### src/rtl/seg_scan_ctrl.sv
// Basys3 four-digit seven-segment scan controller with frame-synchronous double buffering.
// Define SEG_LEAD_ZERO_BLANK_EN to suppress leading zeros on digits 3..1.
module seg_scan_ctrl #(
  parameter int REFRESH_DIV  = 100000,
  parameter int BLANK_CYCLES = 16
) (
  input  logic        clk,
  input  logic        reset,
  input  logic        load_valid,
  output logic        load_ready,
  input  logic [19:0] load_data,
  input  logic [3:0]  digit_en,
  output logic [6:0]  seg,
  output logic        dp,
  output logic [3:0]  an,
  output logic        frame_done
);

  localparam int MaxSlot = (REFRESH_DIV > BLANK_CYCLES) ? REFRESH_DIV : BLANK_CYCLES;
  localparam int CntW    = (MaxSlot > 1) ? $clog2(MaxSlot) : 1;
  localparam logic [CntW-1:0] DriveLast = CntW'(REFRESH_DIV - 1);
  localparam logic [CntW-1:0] BlankLast = CntW'(BLANK_CYCLES - 1);

  typedef enum logic {BLANK, DRIVE} scanState_t;

  scanState_t      state, nextState;
  logic [1:0]      digitIdx, nextIdx;
  logic [CntW-1:0] slotCnt, nextCnt;
  logic            boundary;
  logic [19:0]     activeBuf, pendingBuf;
  logic            pendingFull;
  logic [3:0]      selDigit;
  logic [3:0]      dpBits;
  logic [3:0]      leadShow;
  logic [3:0]      nextAn;
  logic [6:0]      nextSeg;
  logic            nextDp;

  function automatic logic [6:0] hexToSeg(input logic [3:0] hex);
    case (hex)
      4'h0:    hexToSeg = 7'b1000000;
      4'h1:    hexToSeg = 7'b1111001;
      4'h2:    hexToSeg = 7'b0100100;
      4'h3:    hexToSeg = 7'b0110000;
      4'h4:    hexToSeg = 7'b0011001;
      4'h5:    hexToSeg = 7'b0010010;
      4'h6:    hexToSeg = 7'b0000010;
      4'h7:    hexToSeg = 7'b1111000;
      4'h8:    hexToSeg = 7'b0000000;
      4'h9:    hexToSeg = 7'b0010000;
      4'hA:    hexToSeg = 7'b0001000;
      4'hB:    hexToSeg = 7'b0000011;
      4'hC:    hexToSeg = 7'b1000110;
      4'hD:    hexToSeg = 7'b0100001;
      4'hE:    hexToSeg = 7'b0000110;
      default: hexToSeg = 7'b0001110;
    endcase
  endfunction

  // Slot sequencing: BLANK then DRIVE per digit; the last DRIVE cycle of digit 3 is the frame boundary.
  always_comb begin
    nextState = state;
    nextIdx   = digitIdx;
    nextCnt   = slotCnt + 1'b1;
    boundary  = 1'b0;
    case (state)
      BLANK: begin
        if (slotCnt == BlankLast) begin
          nextState = DRIVE;
          nextCnt   = '0;
        end
      end
      DRIVE: begin
        if (slotCnt == DriveLast) begin
          nextState = BLANK;
          nextCnt   = '0;
          nextIdx   = digitIdx + 2'd1;
          boundary  = (digitIdx == 2'd3);
        end
      end
      default: begin
        nextState = BLANK;
        nextCnt   = '0;
      end
    endcase
  end

  assign dpBits = activeBuf[19:16];

`ifdef SEG_LEAD_ZERO_BLANK_EN
  assign leadShow[0] = 1'b1;
  assign leadShow[1] = dpBits[1] | (activeBuf[15:4]  != 12'd0);
  assign leadShow[2] = dpBits[2] | (activeBuf[15:8]  != 8'd0);
  assign leadShow[3] = dpBits[3] | (activeBuf[15:12] != 4'd0);
`else
  assign leadShow = 4'b1111;
`endif

  // Outputs are computed for the upcoming state so the registered pins match the live state.
  always_comb begin
    case (digitIdx)
      2'd0:    selDigit = activeBuf[3:0];
      2'd1:    selDigit = activeBuf[7:4];
      2'd2:    selDigit = activeBuf[11:8];
      default: selDigit = activeBuf[15:12];
    endcase
    nextAn  = 4'b1111;
    nextSeg = 7'b1111111;
    nextDp  = 1'b1;
    if (nextState == DRIVE && digit_en[digitIdx] && leadShow[digitIdx]) begin
      nextAn[digitIdx] = 1'b0;
      nextSeg          = hexToSeg(selDigit);
      nextDp           = ~dpBits[digitIdx];
    end
  end

  always_ff @(posedge clk) begin
    if (reset) begin
      state       <= BLANK;
      digitIdx    <= '0;
      slotCnt     <= '0;
      activeBuf   <= '0;
      pendingBuf  <= '0;
      pendingFull <= 1'b0;
      load_ready  <= 1'b0;
      an          <= 4'b1111;
      seg         <= 7'b1111111;
      dp          <= 1'b1;
      frame_done  <= 1'b0;
    end else begin
      state      <= nextState;
      digitIdx   <= nextIdx;
      slotCnt    <= nextCnt;
      an         <= nextAn;
      seg        <= nextSeg;
      dp         <= nextDp;
      frame_done <= boundary;
      // A load and a commit never coincide: a load needs the pending buffer empty.
      if (boundary && pendingFull) begin
        activeBuf   <= pendingBuf;
        pendingFull <= 1'b0;
        load_ready  <= 1'b1;
      end else if (load_valid && load_ready) begin
        pendingBuf  <= load_data;
        pendingFull <= 1'b1;
        load_ready  <= 1'b0;
      end else begin
        load_ready  <= ~pendingFull;
      end
    end
  end

endmodule

### config.mk
export PLATFORM = sky130hd
export DESIGN_NAME = seg_scan_ctrl
export DESIGN_NICKNAME = d
export VERILOG_FILES = /design/src/rtl/seg_scan_ctrl.sv
export SDC_FILE = /design/constraint.sdc
export NUM_CORES = 1
export LEC_CHECK = 0
export CORE_ASPECT_RATIO = 0.5
export CORE_MARGIN = 1.5
export CORE_UTILIZATION = 49
export CTS_CLUSTER_DIAMETER = 80
export CTS_CLUSTER_SIZE = 24
export DETAILED_ROUTE_END_ITERATION = 6
export PLACE_DENSITY = 0.79
export SLEW_MARGIN = 30
export SYNTH_ARGS = -nofsm -noshare
export SYNTH_HDL_FRONTEND = slang
export SYNTH_SLANG_ARGS = --single-unit
### constraint.sdc
create_clock -name clk -period 2.22 [get_ports clk]
set_input_delay 0.444 -clock clk [delete_from_list [all_inputs] [get_ports clk]]
set_output_delay 0.444 -clock clk [all_outputs]
set_load 0.01 [all_outputs]
Word level (Yosys, flattened, before mapping)
Memory sizes are Yosys's and may differ from the RTL's. A register that Yosys moved wholly into a read port is not among the register bits.
Index checks and enable logic that the tools add are counted.
Widths: inputs -> output; s select.
- bits in read-only memories: 112
- input port bits: 27
- memories kept: 1
- logic and storage cells: 55
- register bits: 68
- bitwise gates (word level): 6
- $lt $le $gt $ge: 2
- add/subtract/negate cells: 2
- multiplexer cells: 19
- reductions and logical operators: 10
- equality and inequality tests: 5
- memories (memory ; words ; bits a word ; read ports ; clocked after memory_dff ; write ports ; line ; RTL):
    (name not given) ; 16 ; 7 ; 1 ; 1 ; 0 ; 40 ; case (hex)
- operators by type and width (operator ; number):
    $mux 17 ; 2
    $pmux 17 s2 ; 1
    $add 17x1->17 const B ; 1
    $eq 17x17->1 const B ; 1
    $eq 17x4->1 const B ; 1
    $pmux 4 s3 ; 1
    $mux 1 ; 10
    $bmux 1 s2 ; 3
    $logic_and 1x1->1 ; 5
    $not 1->1 ; 5
    $eq 2x2->1 const B ; 2
    $not 4->4 ; 1
    $reduce_and 2->1 ; 2
    $reduce_or 2->1 ; 2
    $lt 2x3->1 const B ; 1
    $add 2x1->2 const B ; 1
    $demux 1 s2 ; 1
    $eq 2x1->1 const B ; 1
    $ge 2x1->1 const B ; 1
    $logic_not 2->1 ; 1
    $pmux 1 s2 ; 1

Depth between registers and ports, before layout
Gate-level depths: netlist of the first run.
- depth after elaboration: 7
- gate-level depth with buffers: 9
- gate-level depth less buffers: 9

Least setup slack after synthesis of the first run
Ideal clock, no wire load.
- kind: register -> register
- start point: reg digitIdx[0]
- end point: reg seg[0]
- cell stages (with the launch flop): 9
- arrival time: 2.130 ns
- path slack: -0.033 ns
- path buffers: 1
- period minus slack after synthesis: 2.253 ns
- library setup time: 0.123 ns
- cell sequence: dfxtp_1 > ha_1 > clkbuf_1 > mux2i_1 > inv_1 > ha_1 > or3_1 > o21ai_0 > o21ai_0
- cells in the longest elaborated chain, start to end: 6
- RTL lines (what ; line ; RTL):
    start, declared ; 27 ; logic [1:0] digitIdx, nextIdx;
    start signal, assigned ; 132 ; digitIdx <= nextIdx;
    $bmux 1 s2 ; 110 ; if (nextState == DRIVE && digit_en[digitIdx] && leadShow[digitIdx]) begin
    $mux 1 (implied by the code) ; 110 ;
    $logic_and 1x1->1 (2 in series) ; 110 ;
    $not 1->1 (no line) ; - ;
    $reduce_or 2->1 (no line) ; - ;
    end, declared ; 13 ; output logic [6:0] seg,
Parallel ways exist; a longest one is shown, timed or not. The select of a mux whose other input is x is not followed.
A chain may end at the register's enable or synchronous reset.

Worst setup path after layout of the first run
- start point: reg slotCnt[11]
- end point: reg seg[1]
- cells in the longest elaborated chain, start to end: 7
- RTL lines (what ; line ; RTL):
    start, declared ; 28 ; logic [CntW-1:0] slotCnt, nextCnt;
    start signal, assigned ; 133 ; slotCnt <= nextCnt;
    $eq 17x17->1 / $eq 17x4->1 (equally long branches) ; 74, 68 ;
    $mux 1 (on tied branches) ; 74, 68 ;
    $pmux 1 s2 * ; 66 ; case (state)
    $logic_and 1x1->1 * (2 in series) ; 110 ;
    $not 1->1 (no line) * ; - ;
    $reduce_or 2->1 (no line) * ; - ;
Every way passes the cells marked *; elsewhere a longest branch is shown, timed or not.

==> results of run 1 <==
power by group through the flow:
stage          logic (mW)  registers (mW)  clock network [mW]
6_report            0.144            1.39                1.50
5_1_grt             0.156            1.39                1.58
4_1_cts             0.142            1.39                1.52
3_5_place_dp        0.141            1.42                   0
3_3_place_gp        0.135            1.42                   0
2_1_floorplan      0.0733            1.41                   0
per-layer routing:
layer / global-route usage [%] / wire length [µm] / vias up / part of all wire [%]
li1: - / - / 1298 / -
met1: 22.31 / 3291 / 1302 / 44
met2: 37.39 / 3682 / 73 / 49
met3: 7.464 / 394 / 12 / 5.3
met4: 12.20 / 127 / 0 / 1.7
met5: 0 / 0 / - / 0
sequential cells by signal (all words and copies together), names as in the netlist:
signal and cells:
pendingBuf 20, activeBuf 20, slotCnt 17, an 4
frame_done 1, state 1, dp 1, digitIdx 2
pendingFull 1, load_ready 1, seg 7
logic make-up (layout without fill, tap and decap cells):
group / Yosys count / count (layout) / synth area share (%)
compound gates: 43 / 44 / 9.113
simple gates: 141 / 141 / 19.43
flops: 75 / 75 / 48.17
fa+ha+maj: 11 / 11 / 4.416
buf+inv: 27 / 96 / 3.773
mux: 30 / 30 / 10.60
xor+xnor: 16 / 16 / 4.496
cells in the mapped netlist:
master,instances,area [µm²]
a31oi_1,2,12.51
o211ai_1,1,7.510
nand3_1,13,65.06
a211oi_1,1,7.510
nand2_1,57,214.0
ha_1,11,137.6
buf_2,4,20.02
dfxtp_1,75,1501
a222oi_1,4,40.04
o21ai_0,4,20.02
inv_1,12,45.04
nor2_1,49,183.9
o21a_1,1,7.510
nand2b_1,1,6.260
or2_2,1,6.260
buf_6,1,11.26
mux2_2,4,45.04
o41ai_4,1,27.53
a21oi_1,25,125.1
nor2b_1,3,18.77
nor4_1,3,18.77
or4_1,3,22.52
nand4_1,1,6.260
and3_1,4,25.02
xor2_1,7,61.31
mux2i_1,24,240.2
mux4_2,2,45.04
o311ai_0,1,8.760
buf_4,1,7.510
xnor2_1,9,78.83
or4_4,1,11.26
clkbuf_1,8,30.03
o221ai_1,2,17.52
o211a_1,1,10.01
and2_1,1,6.260
nor3_1,3,15.01
buf_1,1,3.750
or3_1,1,6.260
final timing paths:
check | slack, ns | from | endpoint | cells past startpoint
hold / removal | 0.45 | activeBuf[18]$_SDFFE_PP0P_ | activeBuf[18]$_SDFFE_PP0P_ | 2
setup reg to reg | -0.005 | slotCnt[11]$_SDFF_PP0_ | seg[1]$_SDFF_PP1_ | 5
hold reg to reg | 0.45 | activeBuf[18]$_SDFFE_PP0P_ | activeBuf[18]$_SDFFE_PP0P_ | 2
setup / recovery | -0.005 | slotCnt[11]$_SDFF_PP0_ | seg[1]$_SDFF_PP1_ | 5
final cells by class:
| class | instances | area (µm²) |
|---|---|---|
| Timing Repair Buffer | 68 | 694.4 |
| Fill cell | 442 | 1848 |
| Sequential cell | 75 | 1508 |
| Tap cell | 88 | 110.1 |
| Multi-Input combinational cell | 242 | 1587 |
| Clock inverter | 5 | 61.31 |
| Clock buffer | 11 | 252.7 |
| Inverter | 12 | 45.04 |
cell usage in the layout (no fill, tap or decap), types with 4 or more instances in the layout:
cell type	netlist	routed
dfxtp_1	75	72
nand2_1	57	54
nor2_1	49	49
clkdlybuf4s50_1	0	40
mux2i_1	24	23
a21oi_1	25	23
buf_4	1	20
nand3_1	13	13
inv_1	12	11
clkbuf_16	0	11
xnor2_1	9	9
xor2_1	7	7
ha_1	11	7
a222oi_1	4	4
o21ai_0	4	4
and3_1	4	4
worst max-delay path, delay by kind of cell (launching register included):
| family | cells | cell delay, ns |
|---|---|---|
| AOI/OAI and AO/OA | 2 | 0.47 |
| DFF | 1 | 0.32 |
| and+or+nand+nor | 3 | 1.28 |
through the flow:
stage	util [%]	std cells	setup TNS, ns
floorplan	-	343	0
global placement	61.45	477	0
detailed placement	61.45	477	-0.1070
CTS	66.66	493	-0.01701
global route	69.73	501	-0.8642
finish	69.73	501	-0.006363
repair_timing:
action                     CTS  global route
gates resized for setup      2            21
setup buffers                0             4
gates cloned                 0             4
setup endpoints to repair    6            36
pin swaps                    0             6
==> impl_metrics.ini, run 1 <==
[timing]
setup_ws_ns = -0.004507
tightest_slew_ns = 0.5603
whs_ns = 0.4509
fin_crit_sh_pct = 100.2
finalMaxSlewViolations = 0
hold_viol = 0
final.setup_skew_ns = 0.006428
setup_violations = 2
fmax_mhz = 449.5
min_period_ns = 2.225
grt_setup_unrepaired = yes
max_slew_margin_pct = 62.36

[clock_tree]
hold_buffers = 0
clock_latency_ns = 0.34
cts-root-buf = clkbuf_16
cts_num_sinks = 75
tritoncts.num_buffers = 9
cts.clk_slew.worst_paths_ns = 0.06
cts_tree = built
ctsLongestPathBuffers = 2
cts_max_level = 3

[power_and_ir_drop]
sequentialPowerShare_pct = 45.8
internal_power_mw = 2.387
p_comb_share_pct = 4.8
cellLeakagePower_nw = 1.576
power_density_nw_per_um2 = 710.7
p_clk_share_pct = 49.4
peakVddDrop_uv = 490.9
total_power_mw = 3.026
sw_frac_of_total_pct = 21.13
p_switching_uw = 639.4

[place]
io_buffer_count = 40
placed_area_um2 = 3752
gp_congestion = 0.8229
place.detailed.hpwl_um = 4586
pre_cts_ws_ns = -0.03473

[drt]
ant_nets = 0
num_vias = 2685
drt_iter0_markers = 181
wl_per_cell_um = 14.96
drt-total-wl_um = 7495
drcViolationCount = 0
avgViaCountPerCell = 5.359
drt-pass1-iter-count = 7

[critical_path]
end_kind = flop
cpMaxStageDelayCell = or4_4
slowest_delay_ns = 0.52
crit_arrival_ns = 2.41
cp_common_cell = or4_4
crit_type = reg -> reg
critPathRequiredTime_ns = 2.41
path_max_fanout = 5
worstSetupStartpointType = flop
crit_chain = or4_4 > or4_4 > nor3_2 > o211a_2 > o311ai_0

[yosys]
syn_nets = 381
ys_warn_count = 0
ys_ff_latch = 75
synth_area_per_cell_um2 = 9.087
synth-seq-area-share_pct = 48.17
syn-instance-count = 343
synth_area_um2 = 3117
yosysUniqueCellTypes = 38

[final_layout]
nets = 446
drive_gt1_share_pct = 17.43
area_delta_synth_final_pct = 36.61
n_antenna_cell = 0
stdcell_area_um2 = 4258

[floorplan]
fp.dieH_um = 59.40
std_cell_rows = 20
core-area_um2 = 6106
fp.dieArea_um2 = 6877
start_util_pct = 51.05
die_x_um = 115.8
ios = 41

[global_routing]
overflow = 0
grt_max_degree = 46
antenna_found_initial = 0
grt_pass1_wl_um = 10930
grt_use_total_pct = 21.10
grt_pass1_vias = 2596

[hold_path]
hold_class = reg -> reg

[run]
max_cap_violations = 0

[run_status]
status = finished with violations
violations = negative setup slack
(Power assumes the default switching activity.)
==> run 2, diff against run 1 <==
--- a/config.mk
+++ b/config.mk
@@ -12,6 +12,7 @@
 export CTS_CLUSTER_SIZE = 24
 export DETAILED_ROUTE_END_ITERATION = 6
 export PLACE_DENSITY = 0.79
+export SKIP_LAST_GASP = 1
 export SLEW_MARGIN = 30
 export SYNTH_ARGS = -nofsm -noshare
 export SYNTH_HDL_FRONTEND = slang
==> run 2 against run 1 <==
Compared with the run above: the flow now finishes without violations; global-route usage is the same; clock-buffer cell count is the same; routed wire length shrank 0.12%; die area is the same; design area shrank 0.12%; critical endpoint unchanged; largest power group unchanged.
==> impl_metrics.ini, run 2 (synthesis gave the netlist of run 1 again) <==
[place]
pre_cts_ws_ns = -0.03473
io_buffer_count = 40
place.detailed.hpwl_um = 4586
gp_congestion = 0.8229

[timing]
max_slew_margin_pct = 62.04
tightest_slew_ns = 0.5650
final.setup_skew_ns = 0.005601
fin_crit_sh_pct = 99.90
setup_ws_ns = 0.002190
min_period_ns = 2.218
finalMaxSlewViolations = 0
grt_setup_unrepaired = yes
fmax_mhz = 450.9
setup_violations = 0
hold_viol = 0

[power_and_ir_drop]
cellLeakagePower_nw = 1.575
power_density_nw_per_um2 = 712.5
p_switching_uw = 642.3
sw_frac_of_total_pct = 21.20
p_clk_share_pct = 49.4
internal_power_mw = 2.388
peakVddDrop_uv = 496.3
p_comb_share_pct = 4.7
sequentialPowerShare_pct = 45.8

[final_layout]
n_antenna_cell = 0
layout_commonest_cell = dfxtp_1
utilization_pct = 69.65
area_delta_synth_final_pct = 36.45
seq_area_um2 = 1505
top_regs = activeBuf (20), pendingBuf (20), slotCnt (17)
nets = 446
drive_gt1_share_pct = 17.19
fill_cells = 445
multi_input_area_um2 = 1584
mostFrequentLayoutCells = dfxtp_1 (72), nand2_1 (55), nor2_1 (49)

[global_routing]
antenna_found_initial = 0
grt_use_total_pct = 21.10
grt_max_degree = 46
grt_pass1_vias = 2594
grt_pass1_wl_um = 10930
overflow = 0

[clock_tree]
tritoncts.num_buffers = 9
hold_buffers = 0
clock_latency_ns = 0.34
cts_num_sinks = 75
cts.clk_slew.worst_paths_ns = 0.06
cts-root-buf = clkbuf_16
cts_max_level = 3
ctsLongestPathBuffers = 2
cts_tree = built

[drt]
avgViaCountPerCell = 5.379
wl_per_cell_um = 14.94
ant_nets = 0
drcViolationCount = 0
drt-pass1-iter-count = 5
drt-total-wl_um = 7486
num_vias = 2695
drt_iter0_markers = 175

[critical_path]
end_kind = flop
path_max_fanout = 5
crit_arrival_ns = 2.41
critPathRequiredTime_ns = 2.41
crit_type = reg -> reg
worstSetupStartpointType = flop

[floorplan]
std_cell_rows = 20
fp.dieH_um = 59.40
core-area_um2 = 6106
fp.dieArea_um2 = 6877
start_util_pct = 51.05
ios = 41
die_x_um = 115.8

[run]
max_cap_violations = 0

[run_status]
status = completed

[hold_path]
hold_class = reg -> reg
run 2: final timing paths:
kind / startpoint / to / slack (ns) / cells after the start
min reg2reg: activeBuf[18]$_SDFFE_PP0P_ / activeBuf[18]$_SDFFE_PP0P_ / 0.45 / 2
max reg2reg: slotCnt[11]$_SDFF_PP0_ / seg[1]$_SDFF_PP1_ / 0.002 / 5
min: activeBuf[18]$_SDFFE_PP0P_ / activeBuf[18]$_SDFFE_PP0P_ / 0.45 / 2
max: slotCnt[11]$_SDFF_PP0_ / seg[1]$_SDFF_PP1_ / 0.002 / 5
run 2: cell type report:
type                    instances  area share (%)
clock buffers                  11           5.943
multi-input cells             242           37.25
inverters                      12           1.059
repair buffers                 68           16.33
flip-flops and latches         75           35.39
clock inverters                 5           1.442
well taps                      88           2.589
run 2: stage by stage:
stage | hold slack, ns | total power [mW] | TNS, ns | instances | cell area [µm²]
6_report | 0.4482 | 3.030 | 0 | 501 | 4253
5_1_grt | 0.4734 | 3.120 | -0.9108 | 501 | 4253
4_1_cts | 0.4505 | 3.046 | -0.01701 | 493 | 4070
3_5_place_dp | 0.4425 | 1.557 | -0.1070 | 477 | 3752
3_3_place_gp | 0.4375 | 1.550 | 0 | 477 | 3752
2_1_floorplan | 0.4254 | 1.487 | 0 | 343 | 3120
run 2: metal layers:
layer	track usage, %	wire length (µm)
met5	0	0
met4	12.20	159
met3	7.464	441
met2	37.39	3685
met1	22.31	3201
run 2: repair_timing:
item | 4_1_cts | 5_1_grt
pin swaps | 0 | 5
buffers inserted | 0 | 4
resized for setup | 2 | 19
cloned | 0 | 4
setup endpoints to repair | 6 | 36
run 2: worst max-delay path, stage by stage, from the launching register on:
cell      delay [ns]
dfxtp_2         0.32
or4_4           0.52
or4_4           0.45
nor3_2          0.30
o211a_2         0.31
o311ai_0        0.17
run 2: power by group through the flow:
stage / clock network (mW) / logic, mW / registers, mW
2_1_floorplan: 0 / 0.0733 / 1.41
3_3_place_gp: 0 / 0.135 / 1.42
3_5_place_dp: 0 / 0.141 / 1.42
4_1_cts: 1.52 / 0.142 / 1.39
5_1_grt: 1.57 / 0.156 / 1.39
6_report: 1.50 / 0.144 / 1.39
==> run 3, diff against run 2 <==
--- a/config.mk
+++ b/config.mk
@@ -17,3 +17,4 @@
 export SYNTH_ARGS = -nofsm -noshare
 export SYNTH_HDL_FRONTEND = slang
 export SYNTH_SLANG_ARGS = --single-unit
+export TNS_END_PERCENT = 1
==> run 3 against run 2 <==
Compared with the run above: the flow now finishes with violations (negative setup slack); clock-buffer cell count unchanged; die area unchanged; final cell count shrank 0.20%; critical path type unchanged.
==> impl_metrics.ini, run 3 (synthesis gave the netlist of run 1 again) <==
[critical_path]
worst-path-stages = 6
r2r_end = an[2]$_SDFF_PP1_
ff2ff_setup_slack_ns = -0.002
slowest_delay_ns = 0.53
crit_arrival_ns = 2.44
crit_type = reg -> reg
critPathTopFamily = simple AND/OR/NAND/NOR gates
crit_chain = or4_4 > or4_4 > nor3_2 > o211a_2 > buf_4 > nand2_1
path_buf_inv = 1
reg2regPathDepth = 6
critPathRequiredTime_ns = 2.44
worstSetupStartpointType = flop
rr_startpoint = slotCnt[11]$_SDFF_PP0_
end_kind = flop
critPathLaunch = slotCnt[11]$_SDFF_PP0_
path_max_fanout = 5
cp_common_cell = or4_4
crit_path_end = an[2]$_SDFF_PP1_
cpMaxStageDelayCell = or4_4

[place]
io_buffer_count = 40
gp_congestion = 0.8229
place.detailed.hpwl_um = 4586
placedCellCount = 477

[final_layout]
mostFrequentLayoutCells = dfxtp_1 (73), nand2_1 (57), nor2_1 (49)
utilization_pct = 68.57
n_antenna_cell = 0
top_regs = activeBuf (20), pendingBuf (20), slotCnt (17)
final_cells = 500
area_delta_synth_final_pct = 34.32
layout_commonest_cell = dfxtp_1
nets = 445
drive_gt1_share_pct = 15.29

[hold_path]
min_from = activeBuf[18]$_SDFFE_PP0P_
hold_class = reg -> reg

[global_routing]
grt_pass1_vias = 2594
grt_max_degree = 46
grt_pass1_wl_um = 10930
antenna_found_initial = 0
overflow = 0
grt_use_total_pct = 21.10

[power_and_ir_drop]
p_switching_uw = 641.4
cellLeakagePower_nw = 1.559
power_density_nw_per_um2 = 723.3
p_clk_share_pct = 49.4
p_comb_share_pct = 4.7
sequentialPowerShare_pct = 45.8
internal_power_mw = 2.387
peakVddDrop_uv = 503.5
sw_frac_of_total_pct = 21.18

[timing]
final.setup_skew_ns = 0.005142
hold_viol = 0
grt_setup_unrepaired = yes
fmax_mhz = 450.0
setup_ws_ns = -0.002250
tightest_slew_ns = 0.5609
max_slew_margin_pct = 62.32
setup_violations = 1
min_period_ns = 2.222
finalMaxSlewViolations = 0
fin_crit_sh_pct = 100.1

[floorplan]
fp.dieH_um = 59.40
std_cell_rows = 20
core-area_um2 = 6106
ios = 41
die_x_um = 115.8
start_util_pct = 51.05
fp.dieArea_um2 = 6877

[drt]
drt-total-wl_um = 7354
num_vias = 2635
drt_iter0_markers = 179
wl_per_cell_um = 14.71
drcViolationCount = 0
drt-pass1-iter-count = 4
avgViaCountPerCell = 5.270
ant_nets = 0

[clock_tree]
tritoncts.num_buffers = 9
cts_max_level = 3
cts.clk_slew.worst_paths_ns = 0.06
cts_num_sinks = 75
cts_tree = built
ctsLongestPathBuffers = 2
clock_latency_ns = 0.34
cts-root-buf = clkbuf_16

[run_status]
violations = negative setup slack
status = finished with violations

[run]
max_cap_violations = 0
-- run 3: changes by cell type in the layout (fill, tap and decap cells not counted), moves of 2 or more --
cell	delta
buf_6	-2
ha_4	-2
ha_1	+3
nand2_1	+2
buf_4	+2
nand2_2	-2
-- run 3: per-stage QoR --
stage,setup slack [ns],setup TNS [ns],hold WS [ns],total power [mW],instance area [µm²]
floorplan,0.03380,0,0.4254,1.487,3120
global placement,0.02981,0,0.4375,1.550,3752
detailed placement,-0.03473,-0.1070,0.4425,1.557,3752
CTS,-0.01701,-0.01701,0.4505,3.046,4070
global route,-0.1085,-1.878,0.4734,3.121,4187
finish,-0.002250,-0.002250,0.4478,3.028,4187
-- run 3: power by group through the flow --
stage | sequential (mW) | clock [mW] | combinational, mW
after floorplan | 1.41 | 0 | 0.0733
after global placement | 1.42 | 0 | 0.135
after CTS | 1.39 | 1.52 | 0.142
final | 1.39 | 1.50 | 0.143
after detailed placement | 1.42 | 0 | 0.141
after global routing | 1.39 | 1.58 | 0.154
-- run 3: worst reg2reg max path: stages (launching register included) --
cell and delay (ns):
dfxtp_1 0.31, or4_4 0.53, or4_4 0.45, nor3_2 0.31
o211a_2 0.31, buf_4 0.14, nand2_1 0.06
-- run 3: timing repair --
action                                  in CTS  in global routing
gates resized for setup                      2                  8
buffers inserted                             0                  4
pin swaps                                    0                  4
endpoints found under the setup margin       6                 36
hold buffers                                 0                  0
cloned                                       0                  3
-- run 3: metal layers --
layer	part of all wire, %	vias up	global-route usage [%]
met2	50	53	37.39
met3	4.8	11	7.464
met5	0	-	0
met1	44	1271	22.31
met4	1.7	0	12.20
li1	-	1300	-
-- run 3: worst min-delay path by stage --
stage	endpoint	slack [ns]	cells past startpoint
floorplan	slotCnt[0]$_SDFF_PP0_	0.43	1
global placement	slotCnt[0]$_SDFF_PP0_	0.44	1
detailed placement	activeBuf[18]$_SDFFE_PP0P_	0.44	2
CTS	activeBuf[18]$_SDFFE_PP0P_	0.45	2
global route	activeBuf[2]$_SDFFE_PP0P_	0.47	2
finish	activeBuf[18]$_SDFFE_PP0P_	0.45	2
-- run 3: cell type report --
cell class                 instances  area [µm²]
timing repair buffer              67       661.9
tap                               88       110.1
clock buffer                      11       252.7
fill                             459        1919
clock inverter                     5       61.31
sequential                        75        1504
inverter                          12       45.04
multi-input combinational        242        1551
